**src/rtl/lcd_bus_sequencer.sv**
```systemverilog
// lcd_bus_sequencer: owns the HD44780 LCD bus, passes InitLCD through until init completes, then sequences single writes
//   clk                 system clock
//   reset_n             asynchronous active-low reset
//   init_complete_flag  InitLCD finished; low returns the bus to InitLCD
//   *_init_lcd          InitLCD bus signals, shown on the pins while in INIT
//   req_valid/req_ready write request handshake; req_rs selects data (1) or command (0), req_data is the byte
//   busy                high during setup, E pulse, hold and execution wait
//   LCD_E/RS/RW/DATA    LCD pins
module lcd_bus_sequencer #(
   parameter int T_SETUP     = 2,
   parameter int T_E_HIGH    = 12,
   parameter int T_HOLD      = 2,
   parameter int T_EXEC      = 50,
   parameter int T_EXEC_LONG = 2000,
   parameter int CNT_W       = 16
) (
   input  logic       clk,
   input  logic       reset_n,
   input  logic       init_complete_flag,
   input  logic       E_init_lcd,
   input  logic       RS_init_lcd,
   input  logic       RW_init_lcd,
   input  logic [7:0] data_init_lcd,
   input  logic       req_valid,
   input  logic       req_rs,
   input  logic [7:0] req_data,
   output logic       req_ready,
   output logic       busy,
   output logic       LCD_E,
   output logic       LCD_RS,
   output logic       LCD_RW,
   output logic [7:0] LCD_DATA
);
   typedef enum logic [2:0] {S_INIT, S_IDLE, S_SETUP, S_E_HIGH, S_HOLD, S_WAIT} state_t;
   state_t state, state_n;
   logic [CNT_W-1:0] cnt, cnt_n, wait_lim;
   logic rs_q, e_q, ready_q, busy_q, accept, long_exec;
   logic [7:0] data_q;
   assign accept = ready_q && req_valid;
   // Clear and Return Home need the long execution time
   assign long_exec = !rs_q && (data_q == 8'h01 || data_q == 8'h02 || data_q == 8'h03);
   assign wait_lim = long_exec ? CNT_W'(T_EXEC_LONG - 1) : CNT_W'(T_EXEC - 1);
   always_comb begin
      state_n = state;
      case (state)
         S_INIT:   state_n = init_complete_flag ? S_IDLE : S_INIT;
         S_IDLE:   state_n = accept ? S_SETUP : (init_complete_flag ? S_IDLE : S_INIT);
         S_SETUP:  state_n = (cnt == CNT_W'(T_SETUP - 1)) ? S_E_HIGH : S_SETUP;
         S_E_HIGH: state_n = (cnt == CNT_W'(T_E_HIGH - 1)) ? S_HOLD : S_E_HIGH;
         S_HOLD:   state_n = (cnt == CNT_W'(T_HOLD - 1)) ? S_WAIT : S_HOLD;
         S_WAIT:   state_n = (cnt == wait_lim) ? (init_complete_flag ? S_IDLE : S_INIT) : S_WAIT;
         default:  state_n = S_INIT;
      endcase
      cnt_n = (state_n != state) ? '0 : cnt + CNT_W'(1);
   end
   always_ff @(posedge clk or negedge reset_n) begin
      if (!reset_n) begin
         state   <= S_INIT;
         cnt     <= '0;
         rs_q    <= 1'b0;
         data_q  <= 8'h00;
         e_q     <= 1'b0;
         ready_q <= 1'b0;
         busy_q  <= 1'b0;
      end else begin
         state   <= state_n;
         cnt     <= cnt_n;
         if (accept) begin
            rs_q   <= req_rs;
            data_q <= req_data;
         end
         e_q     <= state_n == S_E_HIGH;
         ready_q <= state_n == S_IDLE;
         busy_q  <= state_n inside {S_SETUP, S_E_HIGH, S_HOLD, S_WAIT};
      end
   end
   // INIT hands the pins to InitLCD without a register stage
   assign LCD_E     = (state == S_INIT) ? E_init_lcd    : e_q;
   assign LCD_RS    = (state == S_INIT) ? RS_init_lcd   : rs_q;
   assign LCD_RW    = (state == S_INIT) ? RW_init_lcd   : 1'b0;
   assign LCD_DATA  = (state == S_INIT) ? data_init_lcd : data_q;
   assign req_ready = ready_q;
   assign busy      = busy_q;
endmodule

```
**config.mk**
```make
export PLATFORM = sky130hd
export DESIGN_NAME = lcd_bus_sequencer
export DESIGN_NICKNAME = d
export VERILOG_FILES = /design/src/rtl/lcd_bus_sequencer.sv
export SDC_FILE = /design/constraint.sdc
export NUM_CORES = 1
export LEC_CHECK = 0
export BUFFER_PORTS_ARGS = -buffer_cell sky130_fd_sc_hd__buf_2
export CORE_ASPECT_RATIO = 1.25
export CORE_MARGIN = 4
export CORE_UTILIZATION = 55
export CTS_BUF_LIST = sky130_fd_sc_hd__clkbuf_8
export CTS_CLUSTER_SIZE = 12
export DETAILED_ROUTE_END_ITERATION = 10
export GPL_TIMING_DRIVEN = 0
export PLACE_DENSITY = 0.87
export SYNTH_ARGS = -nofsm -noshare
export SYNTH_HDL_FRONTEND = slang
export SYNTH_SLANG_ARGS = --single-unit
```
**constraint.sdc**
```tcl
create_clock -name clk -period 2.88 [get_ports clk]
set_input_delay 0.576 -clock clk [delete_from_list [all_inputs] [get_ports clk]]
set_output_delay 0.576 -clock clk [all_outputs]
set_load 0.02 [all_outputs]
```
After elaboration in Yosys (flattened, before gate mapping)
Cells that the tools add are included.
{ "totals": {"register_bits": 31, "input_bits": 24, "out_inout_bits": 13, "word_cells": 45} }
{ "classes": {"n_addsub": 1, "eq_ne": 17, "mux": 13, "n_reduce_logical": 7} }
{ "ops": {"columns": ["op", "count"], "rows": [
  ["$pmux W3 S6", 1],
  ["$add A16 B1 Y16 const B", 1],
  ["$eq A16 B1 Y1 const B", 1],
  ["$eq A16 B11 Y1", 1],
  ["$eq A16 B4 Y1 const B", 1],
  ["$eq A8 B2 Y1 const B", 2],
  ["$mux W16", 1],
  ["$eq A3 B2 Y1 const B", 4],
  ["$eq A3 B3 Y1 const B", 4],
  ["$mux W11", 1],
  ["$mux W3", 3],
  ["$eq A8 B1 Y1 const B", 1],
  ["$mux W8", 1],
  ["$eq A3 B1 Y1 const B", 2],
  ["$mux W1", 6],
  ["$reduce_bool A4 Y1", 1],
  ["$logic_not A3 Y1", 1],
  ["$ne A3 B3 Y1", 1],
  ["$logic_and A1 B1 Y1", 2],
  ["$logic_or A1 B1 Y1", 2],
  ["$logic_not A1 Y1", 1]
]} }

Depth between registers and ports, before layout
{ "logic_depth": {"word_depth": 10, "depth_mapped": 7, "ltp_nobuf": 7} }

Worst setup path before layout
Ideal clock, no wire load.
{ "synth_timing": {"path_kind": "register to output", "start": "register state[2]", "end": "output port LCD_DATA[0]", "arrival_time_ns": 1.571, "t_required_ns": 2.304, "slack_ns": 0.733, "path_stages_with_launch": 5, "n_path_buf": 2, "cell_sequence": "dfrtp_1 > clkbuf_1 > nor3_1 > clkbuf_1 > mux2_2"} }
{ "synth_via": {"elab_chain_len": 2} }
{ "synth_rtl": {"columns": ["element", "line", "text"], "rows": [
  ["from (decl)", "35", "state_t state, state_n;"],
  ["from (signal assigned)", "66", "state <= state_n;"],
  ["$logic_not A3 Y1", "81", "assign LCD_DATA = (state == S_INIT) ? data_init_lcd : data_q;"],
  ["$mux W8", "81", null],
  ["to (decl)", "32", "output logic [7:0] LCD_DATA"]
]} }
Every way passes these cells.

Worst setup path after layout
{ "layout_timing": {"start": "register state[2]", "end": "output port LCD_DATA[6]"} }
Same word-level chain as after synthesis.

==> results by group <==
Floorplanning
  • Boundary Pins: 37
  • Die area: 4041 um^2
  • Die extent in y: 70.08 um
  • Die Wd: 57.66 um
  • Initial Utilization: 0.5756
  • Row count: 22
  • Placeable Area: 2945 um^2

STA
  • Slew @ Worst Pin: about 0.65 ns
  • Final setup TNS: 0 ns
  • Period minus WS final: 2.711 ns
  • Period utilization: 0.9413
  • # setup viols final: 0
  • Max-slew violation count: 0
  • Clk_skew: 0.004222 ns
  • Fmax: 0.3689 GHz
  • Max_slew headroom: 0.5607
  • Unrepaired setup endpoints after global routing: false
  • Hold Vio Cnt, Final: 0

Route
  • Routed WL: ~3.9 mm
  • Drc violations: 0
  • Iter 0 DRT Violations: 72
  • Antenna-violating nets left: 0
  • 1st-pass router iterations: 4
  • DR vias/cell: 6.020
  • Wire per inst: 15.65 um
  • Vias post-DR: 1499

GRT
  • Grt ovf: 0
  • Total Routing Usage GR: 0.2150
  • Vias in the first global route: about 1500
  • Largest net degree at the start of global routing: 32
  • First-pass GRT wire length: 6.768 mm
  • Initial antenna violation count: 0

Clock tree
  • Root Buffer Master: clkbuf_8
  • Num CTS Buffers: 5
  • CTS tree: done
  • Hold buffers post-CTS: 0
  • Clk sinks: 31
  • CTS Buffer Depth: 2
  • Htree depth: 2
  • CTS clock-pin slew for the worst setup and hold paths: 0.06 ns
  • Post-CTS setup buffers: 0
  • Worst-Skew Late Latency: around 0.28 ns

Finish
  • Filler cells: 237
  • Share of layout cells above drive strength 1: 0.3192
  • Synthesis-to-layout area growth: 18.52%
  • Final std cells w/o fill: roughly 250
  • Layout Nets: 239
  • Commonest non-fill, non-tap cell in the layout: buf_2
  • Most frequent cells in the layout: 36 x buf_2, 31 x dfrtp_1, 19 x nor3_1, 19 x mux2_2, 15 x nand2_1
  • Diodes inserted: 0

Power and ir drop
  • IR drop worst, VDD: 0.5593 mV
  • Power per cell area: 917.6 nW/um^2
  • Lkg Pwr: 0.0009068 uW

Run
  • Max-cap viol count: 0

Placement
  • Detailed Place HPWL: 2.887 mm
  • Placed cells: 242
  • Final Wtd Congestion: approximately 0.91
  • IO buf count: 36

Logic synthesis
  • Asr flop ratio synth: 1.000
  • Synth area leader: dfrtp_1
  • Syn nets: 196
  • Post-synthesis sequential area ratio: 0.4576
  • Ranking of synthesized cells by area: dfrtp_1 46%, mux2_2 13%, nor3_1 5.6%
  • Post-synth EDFFs: 0
  • Share of the synthesized area in the top cell type: 0.4576
  • Synthesized cell area: 1695 um^2
  • Synth Flop Type: dfrtp_1
  • Cell variety after synth: 36
  • Synth warnings: 0
  • Synth Instances: 170
  • Syn_area_per_cell: 9.973 um^2
  • Synthesis-stage register bit count: 31

Critical path
  • R2r startpoint: cnt[2]$_DFF_PN0_
  • R2r worst-path depth: 6
  • Worst R2R Setup Slack: ~0.68 ns
  • R2r endpoint: cnt[7]$_DFF_PN0_
  • Critical Path End Type: primary output
  • Critical path fanouts, max: 10
  • Worst EP required: 2.30 ns
  • Setup Crit Path Kind: flip-flop to primary output
  • Startpoint types: flip-flop
  • Worst endpoint data arrival time: around 2.1 ns

Min path
  • Worst min-delay path class: primary input to asynchronous set/reset pin

Status
  • Outcome: finished clean
[cell type report]
| cell class | count | area [um^2] | area share |
|---|---|---|---|
| clock inverter | 1 | 5.005 | 0.002491 |
| clock buffer | 6 | 82.58 | 0.04110 |
| multi-input combinational | 131 | 889.6 | 0.4427 |
| buffer | 4 | 16.27 | 0.008095 |
| tap | 36 | 45.04 | 0.02242 |
| sequential | 31 | 775.7 | 0.3861 |
| inverter | 4 | 15.01 | 0.007472 |
| timing repair buffer | 36 | 180.2 | 0.08966 |
[cells by family (layout without fill, tap and decap cells)]
kind of cell	after synthesis	after routing	synth area share
mux	19	19	0.1262
compound gates	20	20	0.08783
simple gates	76	76	0.2236
xor+xnor	14	14	0.07232
buf+inv	8	51	0.01771
flops	31	31	0.4576
fa+ha+maj	2	2	0.01476
[worst max-delay path, cell delays in order, from the launching register on]
cell	delay (ns)
dfrtp_1	0.39
clkbuf_1	0.23
nor3_1	0.39
clkbuf_2	0.32
mux2_2	0.37
buf_2	0.16
[worst max-delay path by stage]
stage,startpoint,to,slack [ns],cells past startpoint
after floorplan,state[2]$_DFF_PN0_,LCD_DATA[0],0.73,4
after global placement,state[2]$_DFF_PN0_,LCD_DATA[1],0.46,5
after detailed placement,state[2]$_DFF_PN0_,LCD_DATA[6],0.35,5
after CTS,state[2]$_DFF_PN0_,LCD_DATA[6],0.04,5
after global routing,state[2]$_DFF_PN0_,LCD_DATA[1],0.04,5
final,state[2]$_DFF_PN0_,LCD_DATA[6],0.17,5
[state kept, by name, indices dropped and copies added, names as in the netlist]
register and cells:
busy 1, rs_q 1, e_q 1, state 3, data_q 8, req_ready 1, cnt 16
[power breakdown]
group          leakage [uW]  internal (uW)  total [uW]  switching [uW]
clock             0.0000470            187         344             157
combinational      0.000462            355         837             482
sequential         0.000398            559         663             105
[cell usage after synthesis (2+ instances only)]
master and n:
a211oi_1 2, a31oi_1 2, and2_1 2, and3_1 2, clkbuf_1 4, dfrtp_1 31
ha_1 2, inv_1 4, mux2_2 19, nand2_1 15, nand2b_1 2, nand3_1 10
nand4_1 4, nor2_1 14, nor3_1 19, nor4_1 3, o21ai_0 2, o21ai_1 3
xnor2_1 4, xor2_1 10
[through the flow]
stage,worst slack (ns),util,area (um^2),hold WS [ns],power (uW)
final,0.1692,0.6822,2009,0.3231,1844
after global routing,0.03581,0.6822,2009,0.3870,1968
after CTS,0.03504,0.6818,2008,0.3455,1851
after detailed placement,0.3522,0.6521,1921,0.5254,1500
after global placement,0.4564,0.6521,1921,0.5152,1466
after floorplan,0.7326,-,1695,0.2804,1258
[repair_timing]
action,4_1_cts,5_1_grt
resized for setup,0,2
setup endpoints to repair,0,9
hold endpoints to repair,0,0
[per-layer routing]
metal  part of all wire  global-route usage  vias to the layer above
met5                  0                   0                        -
li1                   -                   -                      703
met3              0.089             0.06470                       16
met1               0.38              0.2423                      703
met2               0.51              0.3618                       77
met4              0.031              0.1031                        0
(Power assumes the default switching activity.)
